### config.mk
export PLATFORM = sky130hd
export DESIGN_NAME = uart_result_tx
export DESIGN_NICKNAME = d
export VERILOG_FILES = /design/src/rtl/uart_result_tx.sv
export SDC_FILE = /design/constraint.sdc
export NUM_CORES = 1
export LEC_CHECK = 0
export ABC_AREA = 1
export ABC_CLOCK_PERIOD_IN_PS = 2000
export BUFFER_PORTS_ARGS = -buffer_cell sky130_fd_sc_hd__buf_4
export CAP_MARGIN = 20
export CORE_UTILIZATION = 55
export CTS_BUF_LIST = sky130_fd_sc_hd__clkbuf_2 sky130_fd_sc_hd__clkbuf_4 sky130_fd_sc_hd__clkbuf_8
export CTS_CLUSTER_DIAMETER = 30
export DETAILED_ROUTE_END_ITERATION = 6
export PLACE_DENSITY_LB_ADDON = 0.05
export SKIP_LAST_GASP = 1
export SYNTH_ARGS = -nofsm -noshare
export SYNTH_HDL_FRONTEND = slang
export SYNTH_SLANG_ARGS = --single-unit
### constraint.sdc
create_clock -name clock -period 2 [get_ports clock]
set_input_delay 0.1 -clock clock [delete_from_list [all_inputs] [get_ports clock]]
set_output_delay 0.1 -clock clock [all_outputs]
set_load 0.005 [all_outputs]
### src/rtl/uart_result_tx.sv
// Serial result reporter: sends 'M' + 9-bit row (3 bytes) or 'N' (1 byte) as 8N1 frames,
// then waits for the requester to drop its code before accepting another request.
module uart_result_tx #(
  parameter int unsigned CLKS_PER_BIT = 434
) (
  input  logic       clock,
  input  logic       reset,
  input  logic [1:0] UARTsend,
  input  logic [8:0] matchRow,
  output logic       UARTtx,
  output logic       UARTsendComplete,
  output logic       busy
);

  localparam logic [2:0] IDLE     = 3'd0;
  localparam logic [2:0] START    = 3'd1;
  localparam logic [2:0] DATA     = 3'd2;
  localparam logic [2:0] STOP     = 3'd3;
  localparam logic [2:0] DONE     = 3'd4;
  localparam logic [2:0] WAIT_OFF = 3'd5;

  localparam logic [1:0] OFF       = 2'd0;
  localparam logic [1:0] MATCH     = 2'd1;
  localparam logic [1:0] NOT_MATCH = 2'd2;

  localparam logic [15:0] BIT_LAST = 16'(CLKS_PER_BIT - 1);

  logic [2:0]  state_q, state_d;
  logic [15:0] cnt_q, cnt_d;
  logic [2:0]  bit_q, bit_d;
  logic [1:0]  byte_q, byte_d;
  logic [1:0]  code_q, code_d;
  logic [8:0]  row_q, row_d;
  logic        tx_q, tx_d;
  logic [7:0]  cur_byte;
  logic        last_byte;
  logic        bit_end;

  assign bit_end = (cnt_q == BIT_LAST);

  // Byte currently on the wire, chosen from the latched code and row.
  always_comb begin
    cur_byte = 8'h4E;
    if (code_q == MATCH) begin
      case (byte_q)
        2'd0:    cur_byte = 8'h4D;
        2'd1:    cur_byte = {7'd0, row_q[8]};
        default: cur_byte = row_q[7:0];
      endcase
    end
  end

  assign last_byte = (code_q != MATCH) || (byte_q == 2'd2);

  always_comb begin
    state_d = state_q;
    cnt_d   = cnt_q;
    bit_d   = bit_q;
    byte_d  = byte_q;
    code_d  = code_q;
    row_d   = row_q;
    tx_d    = tx_q;
    case (state_q)
      IDLE: begin
        if (UARTsend == MATCH || UARTsend == NOT_MATCH) begin
          state_d = START;
          code_d  = UARTsend;
          row_d   = matchRow;
          cnt_d   = '0;
          bit_d   = '0;
          byte_d  = '0;
          tx_d    = 1'b0;
        end
      end
      START: begin
        if (bit_end) begin
          cnt_d   = '0;
          bit_d   = '0;
          state_d = DATA;
          tx_d    = cur_byte[0];
        end else begin
          cnt_d = cnt_q + 16'd1;
        end
      end
      DATA: begin
        if (bit_end) begin
          cnt_d = '0;
          if (bit_q == 3'd7) begin
            state_d = STOP;
            tx_d    = 1'b1;
          end else begin
            bit_d = bit_q + 3'd1;
            tx_d  = cur_byte[bit_q + 3'd1];
          end
        end else begin
          cnt_d = cnt_q + 16'd1;
        end
      end
      STOP: begin
        if (bit_end) begin
          cnt_d = '0;
          if (last_byte) begin
            state_d = DONE;
            tx_d    = 1'b1;
          end else begin
            // Next start bit follows the stop bit with no idle gap.
            byte_d  = byte_q + 2'd1;
            state_d = START;
            tx_d    = 1'b0;
          end
        end else begin
          cnt_d = cnt_q + 16'd1;
        end
      end
      DONE: begin
        state_d = WAIT_OFF;
      end
      WAIT_OFF: begin
        if (UARTsend == OFF) begin
          state_d = IDLE;
        end
      end
      default: begin
        state_d = IDLE;
        tx_d    = 1'b1;
      end
    endcase
  end

  always_ff @(posedge clock or negedge reset) begin
    if (!reset) begin
      state_q <= IDLE;
      cnt_q   <= '0;
      bit_q   <= '0;
      byte_q  <= '0;
      code_q  <= '0;
      row_q   <= '0;
      tx_q    <= 1'b1;
    end else begin
      state_q <= state_d;
      cnt_q   <= cnt_d;
      bit_q   <= bit_d;
      byte_q  <= byte_d;
      code_q  <= code_d;
      row_q   <= row_d;
      tx_q    <= tx_d;
    end
  end

  assign UARTtx           = tx_q;
  assign UARTsendComplete = (state_q == DONE);
  assign busy             = (state_q != IDLE) && (state_q != WAIT_OFF);

endmodule

==> results of run 1 <==
==> worst reg2reg max path, delay by kind of cell, from the launching register on <==
kind	cells	cell delay (ns)
and+or+nand+nor	10	0.77
DFF	1	0.45
adders and majority gates	1	0.20
AOI/OAI and AO/OA	1	0.13
buffers and inverters	1	0.09
==> area by class of cell <==
class                   instances  area (sq um)
inverters                      46           175
multi-input cells             203          1060
flip-flops and latches         36           902
well taps                      48          60.1
clock buffers                   8          97.6
fillers                       321          1290
repair buffers                 17           130
==> Yosys cell counts (all sizes together) <==
master	instances
o22ai	5
or2	1
clkbuf	1
dfrtp	35
ha	8
nor2	31
nand4	4
nor3	5
dfstp	1
o21ai	31
a22oi	1
nor3b	1
xnor2	1
xor2	3
a21oi	11
nand3b	3
a21boi	1
buf	1
o21a	1
nand3	21
nand2	75
inv	46
==> cells by family (layout without fill, tap and decap cells) <==
family,Yosys count,count (layout),share of synthesized area
and+or+nand+nor,141,141,0.308
buffers and inverters,48,71,0.0855
AOI/OAI and AO/OA,50,50,0.124
xor gates and xnor gates,4,4,0.0163
DFF,36,36,0.419
adders and majority gates,8,8,0.0465
==> registers in the layout (all words and copies together) (netlist names) <==
| signal | count |
|---|---|
| cnt_q | 16 |
| row_q | 9 |
| bit_q | 3 |
| state_q | 3 |
| byte_q | 2 |
| code_q | 2 |
| UARTtx | 1 |
==> worst min-delay path by stage <==
stage,start,to,cells past startpoint
after global routing,matchRow[6],row_q[6]$_DFFE_PN0P_,3
final,matchRow[1],row_q[1]$_DFFE_PN0P_,3
after global placement,reset,cnt_q[10]$_DFFE_PN0P_,1
after floorplan,reset,bit_q[0]$_DFFE_PN0P_,0
after detailed placement,reset,cnt_q[10]$_DFFE_PN0P_,1
after CTS,matchRow[1],row_q[1]$_DFFE_PN0P_,3
==> power by group <==
part,internal [mW],leakage (nW),switching (mW)
combinational,0.636,0.695,1.12
sequential,0.997,0.469,0.240
clock,0.308,0.0523,0.245
total,1.94,1.22,1.60
==> repair_timing <==
| action | CTS | global route |
|---|---|---|
| hold buffers | 1 | 0 |
| endpoints found under the hold margin | 35 | 0 |
| gates resized for setup | 0 | 0 |
==> routing by layer <==
metal	vias to the layer above	wire (um)	global-route usage	share of wire
met1	822	2410	0.394	0.55
met3	6	194	0.0511	0.044
met5	-	0	0	0
met4	0	41	0.0750	0.0093
met2	48	1770	0.332	0.40
li1	967	-	-	-
==> run summary, run 1 <==
max-slew violation count -> 0
cells on worst reg2reg path -> 13
setup TNS -> 0 ns
synthesis-to-layout area growth -> 13.0%
remaining global-route overflow -> 0
Worst Path Max Fanout -> 6
dominant cell type by area after synthesis -> dfrtp_1
drt wl/cell -> 12.3 um
Final Setup Violations -> 0
most common cell after layout, fill and taps aside -> nand2_1
fin crit period -> 1.72 ns
Cell Rows -> 22
Util after Layout -> 0.654
critical path launch point type -> flop
first-pass GRT wire length -> 7910 um
Crit path required time -> 2.21 ns
CTS tree -> yes
unrepaired setup endpoints after global routing -> false
CP Buf/Inv Count -> 1
Slew headroom -> 0.683
fin cells -> 358
synthesized cell area -> 2150 sq um
die width -> 64.5 um
Syn Inst Count -> 287
Detailed Route Iter0 Violations -> 165
finished layout cell area -> 2430 sq um
Cells after DPL -> 349
Yosys reg bits -> 36
Detail Placement HPWL -> 3280 um
cell repeated most along the worst path -> nand2_1
core box area -> 3720 sq um
actual slew at the worst max-slew pin -> 0.475 ns
logic depth of the worst path, buffers included -> 13
pwr/cell area -> 1460 nW/um^2
starting density of the core -> 0.579
Die Ht -> 64.5 um
reg-to-reg endpoint -> UARTtx$_DFFE_PN1P_
Max Fclk -> 582 MHz
power after layout -> 3.55 mW
Yosys top cell area share -> 0.407
Synthesis Warnings -> 0
die area -> 4160 sq um
Clk Latency, worst-skew pair -> 0.28 ns
ant diodes -> 0
Final Hold Viols -> 0
register area share after synthesis -> 0.419
post-route ant nets -> 0
H-tree Lvls -> 2
run status -> finished, final reports clean
DR pass1 iterations -> 4
post-synth cell types -> 31
end point of the critical path -> UARTtx$_DFFE_PN1P_
CTS clk-pin slew, worst paths -> 0.07 ns
initial antenna violation count -> 0
syn avg cell area -> 7.49 sq um
fin nets -> 330
Worst Setup Slack post-DPL -> 0.336 ns
DRC -> 0
Post-CTS Setup Repair Bufs -> 0
Via density -> 5.15
Clk Tree Root Cell -> clkbuf_8
final clock skew -> 0.00557 ns
Num CTS Buffers -> 5
crit path from -> byte_q[1]$_DFFE_PN0P_
layout cells sized above 1 -> 0.142
Setup crit end kind -> flop
Worst path max stage delay -> 0.45 ns
Area contributors post-synth -> dfrtp_1 41%, nand2_1 12%, inv_1 7.3%
Leak Pwr -> 1.22 nW
Clock Sinks -> 36
GR Util All Layers -> 0.248
slowest CP cell -> dfrtp_1
WP data arrival -> 1.93 ns
vias in the first global route -> 1702
CP delay by family, top -> simple AND/OR/NAND/NOR gates
WL final -> 4410 um
Crit Path Category -> reg2reg
max cap viols -> 0
startpoint of the worst register-to-register path -> byte_q[1]$_DFFE_PN0P_
Max Root-Sink Buffers -> 2
reg2reg setup slack -> 0.28 ns
final setup margin -> 0.281 ns
Hold Path Class -> in2reg
GP Congestion -> 0.820
Worst IR Drop VDD -> 609 uV
dpl cell area -> 2320 sq um
pin count of the biggest net entering global routing -> 37
number of port buffers -> 15
fin crit share -> 0.859
Hold Slack -> 0.0146 ns
total number of vias -> 1843
most frequent cells in the layout -> 70 x nand2_1, 42 x inv_1, 35 x dfrtp_1
crit-path cells -> inv_1 > ha_1 > nor2_1 > nand2_1 > nand2_1 > nand2_1 > nand2_1 > nand2_1 > nand2_1 > nand2_1 > nand2_1 > nand2_1 > a21oi_1
Ports -> 16
syn_nets -> 308
No activity file was read; power rests on OpenSTA's default activity.
==> run 2, diff against run 1 <==
==> constraint.sdc (replaced) <==
create_clock -name clock -period 2 [get_ports clock]
set_input_delay 0.6 -clock clock [delete_from_list [all_inputs] [get_ports clock]]
set_output_delay 0.6 -clock clock [all_outputs]
set_load 0.005 [all_outputs]
==> run 2 against run 1 <==
  * Routed wire length up 2.0%
  * Sequential share of layout area down 1.0 points
  * Die area unchanged
  * Largest cell class unchanged
  * Largest power group unchanged
  * Highest routed layer unchanged
==> run summary, run 2 (synthesized netlist as in run 1, its figures left out) <==
drt wl/cell -> 12.4 um
pin count of the biggest net entering global routing -> 37
fin nets -> 336
total number of vias -> 1925
cell repeated most along the worst path -> nor2_4
H-tree Lvls -> 2
vias in the first global route -> 1783
metal2 WL -> 1860 um
Clock Sinks -> 36
Final Setup Violations -> 0
WL final -> 4500 um
critical path launch point type -> flop
reg-to-reg endpoint -> UARTtx$_DFFE_PN1P_
Max Root-Sink Buffers -> 2
unrepaired setup endpoints after global routing -> false
ant diodes -> 0
core box area -> 3720 sq um
Worst IR Drop VDD -> 639 uV
Clk Tree Root Cell -> clkbuf_8
CTS clk-pin slew, worst paths -> 0.07 ns
reg2reg setup slack -> 0.34 ns
DR pass1 iterations -> 4
first-pass GRT wire length -> 8160 um
starting density of the core -> 0.579
CP Buf/Inv Count -> 2
initial antenna violation count -> 0
M1 wire length -> 2350 um
Ports -> 16
crit path from -> state_q[1]$_DFFE_PN0P_
Crit Path Category -> reg2out
die area -> 4160 sq um
Clk Latency, worst-skew pair -> 0.29 ns
logic depth of the worst path, buffers included -> 5
run status -> finished, final reports clean
fin crit period -> 1.91 ns
met3 WL -> 217 um
max-slew violation count -> 0
setup TNS -> 0 ns
Setup crit end kind -> primary output
most frequent cells in the layout -> 70 x nand2_1, 42 x inv_1, 33 x dfrtp_1
Via density -> 5.29
CTS tree -> yes
cells on worst reg2reg path -> 11
CP delay by family, top -> flip-flops
top sig layer -> met4
actual slew at the worst max-slew pin -> 0.458 ns
crit-path cells -> nor2_4 > nor2_4 > inv_4 > o21ai_0 > buf_4
Max Fclk -> 523 MHz
Num CTS Buffers -> 5
DRC -> 0
max cap viols -> 0
startpoint of the worst register-to-register path -> cnt_q[1]$_DFFE_PN0P_
pwr/cell area -> 1550 nW/um^2
die width -> 64.5 um
number of port buffers -> 15
fin crit share -> 0.956
Hold Path Class -> in2async
final clock skew -> 0.00665 ns
Detailed Route Iter0 Violations -> 136
synthesis-to-layout area growth -> 16.5%
Worst Setup Slack post-DPL -> 0.0755 ns
Die Ht -> 64.5 um
layout cells sized above 1 -> 0.168
Detail Placement HPWL -> 3320 um
WP data arrival -> 1.31 ns
Worst path max stage delay -> 0.47 ns
remaining global-route overflow -> 0
Cell Rows -> 22
Final Hold Viols -> 0
post-route ant nets -> 0
Top Registers -> cnt_q (16), row_q (9)
Leak Pwr -> 1.26 nW
GP Congestion -> 0.915
most common cell after layout, fill and taps aside -> nand2_1
Largest Register -> cnt_q
Crit path required time -> 1.40 ns
GR Util All Layers -> 0.253
final setup margin -> 0.0877 ns
slowest CP cell -> dfrtp_2
Slew headroom -> 0.695
end point of the critical path -> busy
Worst Path Max Fanout -> 7
max FFs per register -> 16
-- run 2: cell count changes in the layout (fill, tap and decap cells not counted), moves of 2 or more --
cell / change
buf_4: +7
clkbuf_4: -2
dfrtp_1: -2
dfrtp_2: +2
-- run 2: layer usage --
metal | vias to the layer above | global-route usage
li1 | 976 | -
met1 | 891 | 0.378
met2 | 49 | 0.358
met3 | 9 | 0.0546
met4 | 0 | 0.0861
met5 | - | 0
-- run 2: report_power, final --
part / internal [mW] / switching [mW] / total (mW)
logic: 0.765 / 1.18 / 1.95
registers: 1.00 / 0.229 / 1.23
clock network: 0.440 / 0.263 / 0.702
-- run 2: area by class of cell --
cell class | count | area [sq um]
clock buffer | 7 | 96.3
clock inverter | 1 | 30.0
fill | 330 | 1210
inverter | 46 | 178
multi-input combinational | 203 | 1060
sequential | 36 | 905
tap | 48 | 60.1
timing repair buffer | 23 | 173
-- run 2: per-stage QoR --
step           total power [mW]  hold WS [ns]  utilization  instances  cell area (sq um)
2_1_floorplan              2.52         0.304            -        287               2150
3_3_place_gp               3.01         0.460        0.631        352               2340
3_5_place_dp               3.04         0.454        0.631        352               2340
4_1_cts                    3.78         0.274        0.667        361               2480
5_1_grt                    4.23         0.293        0.674        364               2510
6_report                   3.88         0.243        0.674        364               2510
-- run 2: what timing repair did --
action / in CTS / in global routing
setup buffers: 1 / 3
hold buffers: 0 / 0
resized for setup: 1 / 2
setup endpoints to repair: 1 / 1
pin swaps: 1 / 1
-- run 2: worst min-delay path by stage --
stage | slack (ns) | cells past startpoint | end | startpoint
final | 0.24 | 1 | cnt_q[8]$_DFFE_PN0P_ | reset
after global routing | 0.29 | 1 | cnt_q[8]$_DFFE_PN0P_ | reset
after CTS | 0.27 | 1 | cnt_q[8]$_DFFE_PN0P_ | reset
after detailed placement | 0.45 | 2 | row_q[5]$_DFFE_PN0P_ | row_q[5]$_DFFE_PN0P_
after global placement | 0.46 | 2 | row_q[5]$_DFFE_PN0P_ | row_q[5]$_DFFE_PN0P_
after floorplan | 0.30 | 0 | bit_q[0]$_DFFE_PN0P_ | reset
==> run 3, diff against run 2 <==
--- a/config.mk
+++ b/config.mk
@@ -13,7 +13,7 @@
 export CTS_BUF_LIST = sky130_fd_sc_hd__clkbuf_2 sky130_fd_sc_hd__clkbuf_4 sky130_fd_sc_hd__clkbuf_8
 export CTS_CLUSTER_DIAMETER = 30
 export DETAILED_ROUTE_END_ITERATION = 6
-export PLACE_DENSITY_LB_ADDON = 0.05
+export PLACE_DENSITY = 0.74
 export SKIP_LAST_GASP = 1
 export SYNTH_ARGS = -nofsm -noshare
 export SYNTH_HDL_FRONTEND = slang
==> run 3 against run 2 <==
  * Sequential power about the same
  * Fmax decreased by 2.1%
  * Register-to-register slack got worse by 0.06 ns
  * Total power decreased by 1.1%
  * Die area unchanged
  * Critical path type unchanged
  * Critical endpoint is now UARTsendComplete
  * Largest power group unchanged
==> run summary, run 3 (synthesized netlist as in run 1, its figures left out) <==
run status -> finished, final reports clean
Ports -> 16
Final Setup Violations -> 0
vias in the first global route -> 1738
fin nets -> 336
WL final -> 4630 um
die area -> 4160 sq um
final clock skew -> 0.00409 ns
die width -> 64.5 um
Detail Placement HPWL -> 3380 um
initial antenna violation count -> 0
GP Congestion -> 0.865
max cap viols -> 0
most common cell after layout, fill and taps aside -> nand2_1
Hold Path Class -> in2async
remaining global-route overflow -> 0
DR pass1 iterations -> 4
Leak Pwr -> 1.26 nW
number of port buffers -> 15
cell repeated most along the worst path -> buf_4
max-slew violation count -> 0
startpoint of the worst register-to-register path -> cnt_q[1]$_DFFE_PN0P_
Top Registers -> cnt_q (16), row_q (9)
core box area -> 3720 sq um
crit-path cells -> nor2_4 > buf_4 > inv_1 > nor2_1 > buf_4
pwr/cell area -> 1530 nW/um^2
post-route ant nets -> 0
Cell Rows -> 22
ant diodes -> 0
power after layout -> 3.84 mW
Clk Tree Root Cell -> clkbuf_8
reg-to-reg endpoint -> UARTtx$_DFFE_PN1P_
most frequent cells in the layout -> 70 x nand2_1, 42 x inv_1, 33 x dfrtp_1
setup TNS -> 0 ns
GR Util All Layers -> 0.249
DRC -> 0
Setup crit end kind -> primary output
Clk Latency, worst-skew pair -> 0.29 ns
CP delay by family, top -> flip-flops
max FFs per register -> 16
slowest CP cell -> dfrtp_2
first-pass GRT wire length -> 7960 um
hold bufs inserted after CTS -> 0
Crit Path Category -> reg2out
CTS clk-pin slew, worst paths -> 0.07 ns
critical path launch point type -> flop
Num CTS Buffers -> 5
dpl cell area -> 2350 sq um
pin count of the biggest net entering global routing -> 37
layout cells sized above 1 -> 0.168
total number of vias -> 1936
Slew headroom -> 0.691
Final Hold Viols -> 0
Crit path required time -> 1.40 ns
Max Fclk -> 512 MHz
reg2reg setup slack -> 0.28 ns
Detailed Route Iter0 Violations -> 163
Clock Sinks -> 36
actual slew at the worst max-slew pin -> 0.463 ns
Largest Register -> cnt_q
cells on worst reg2reg path -> 11
finished layout cell area -> 2510 sq um
Via density -> 5.32
CTS tree -> yes
Worst path max stage delay -> 0.45 ns
starting density of the core -> 0.579
WP data arrival -> 1.35 ns
synthesis-to-layout area growth -> 16.5%
CP Buf/Inv Count -> 3
Die Ht -> 64.5 um
fin crit share -> 0.977
H-tree Lvls -> 2
Max Root-Sink Buffers -> 2
Worst IR Drop VDD -> 813 uV
Worst Path Max Fanout -> 5
drt wl/cell -> 12.7 um
fin crit period -> 1.95 ns
[run 3: cell counts in the layout (fill, tap and decap cells not counted)]
No cell type changed its count.
[run 3: per-stage QoR]
stage | util | std cells | setup WS [ns] | hold slack (ns)
2_1_floorplan | - | 287 | 0.227 | 0.304
3_3_place_gp | 0.633 | 353 | 0.129 | 0.460
3_5_place_dp | 0.633 | 353 | 0.0808 | 0.463
4_1_cts | 0.669 | 362 | 0.00222 | 0.279
5_1_grt | 0.674 | 364 | -0.0163 | 0.302
6_report | 0.674 | 364 | 0.0462 | 0.255
[run 3: repair_timing]
action / in CTS / in global routing
cloned: 0 / 0
resized for setup: 0 / 3
endpoints found under the setup margin: 1 / 1
buffers inserted: 1 / 2
pin swaps: 1 / 1
[run 3: routing by layer]
metal / part of all wire / GRT usage / vias to the layer above / routed length, um
li1: - / - / 981 / -
met1: 0.51 / 0.370 / 883 / 2350
met2: 0.42 / 0.363 / 62 / 1970
met3: 0.050 / 0.0370 / 10 / 232
met4: 0.017 / 0.100 / 0 / 80
met5: 0 / 0 / - / 0
[run 3: how the worst max path moves through the flow]
stage                     slack, ns  depth (start not counted)                    to                    from
after floorplan                0.23                         10  cnt_q[9]$_DFFE_PN0P_             UARTsend[0]
after global placement         0.13                         11  cnt_q[9]$_DFFE_PN0P_             UARTsend[0]
after detailed placement       0.08                         11  cnt_q[9]$_DFFE_PN0P_             UARTsend[0]
after CTS                     0.002                          5                  busy  state_q[1]$_DFFE_PN0P_
after global routing          -0.02                          5      UARTsendComplete  state_q[0]$_DFFE_PN0P_
final                          0.05                          5      UARTsendComplete  state_q[0]$_DFFE_PN0P_
[run 3: worst register-to-register path, delay by kind of cell (launching register included)]
| kind | cells | cell delay, ns |
|---|---|---|
| compound gates | 1 | 0.08 |
| fa+ha+maj | 1 | 0.14 |
| simple gates | 6 | 0.77 |
| buf+inv | 3 | 0.26 |
| flops | 1 | 0.40 |
[run 3: layout make-up]
class	instances	area, sq um
well taps	48	60.1
repair buffers	23	173
clock inverters	1	30.0
flip-flops and latches	36	905
clock buffers	7	96.3
fillers	318	1210
multi-input cells	203	1060
inverters	46	178
[run 3: report_power, final]
| part | total (mW) | internal (mW) | switching (mW) | leakage, nW |
|---|---|---|---|---|
| clock | 0.700 | 0.440 | 0.260 | 0.0645 |
| combinational | 1.91 | 0.731 | 1.18 | 0.726 |
| sequential | 1.23 | 1.00 | 0.225 | 0.467 |
| total | 3.84 | 2.17 | 1.67 | 1.26 |
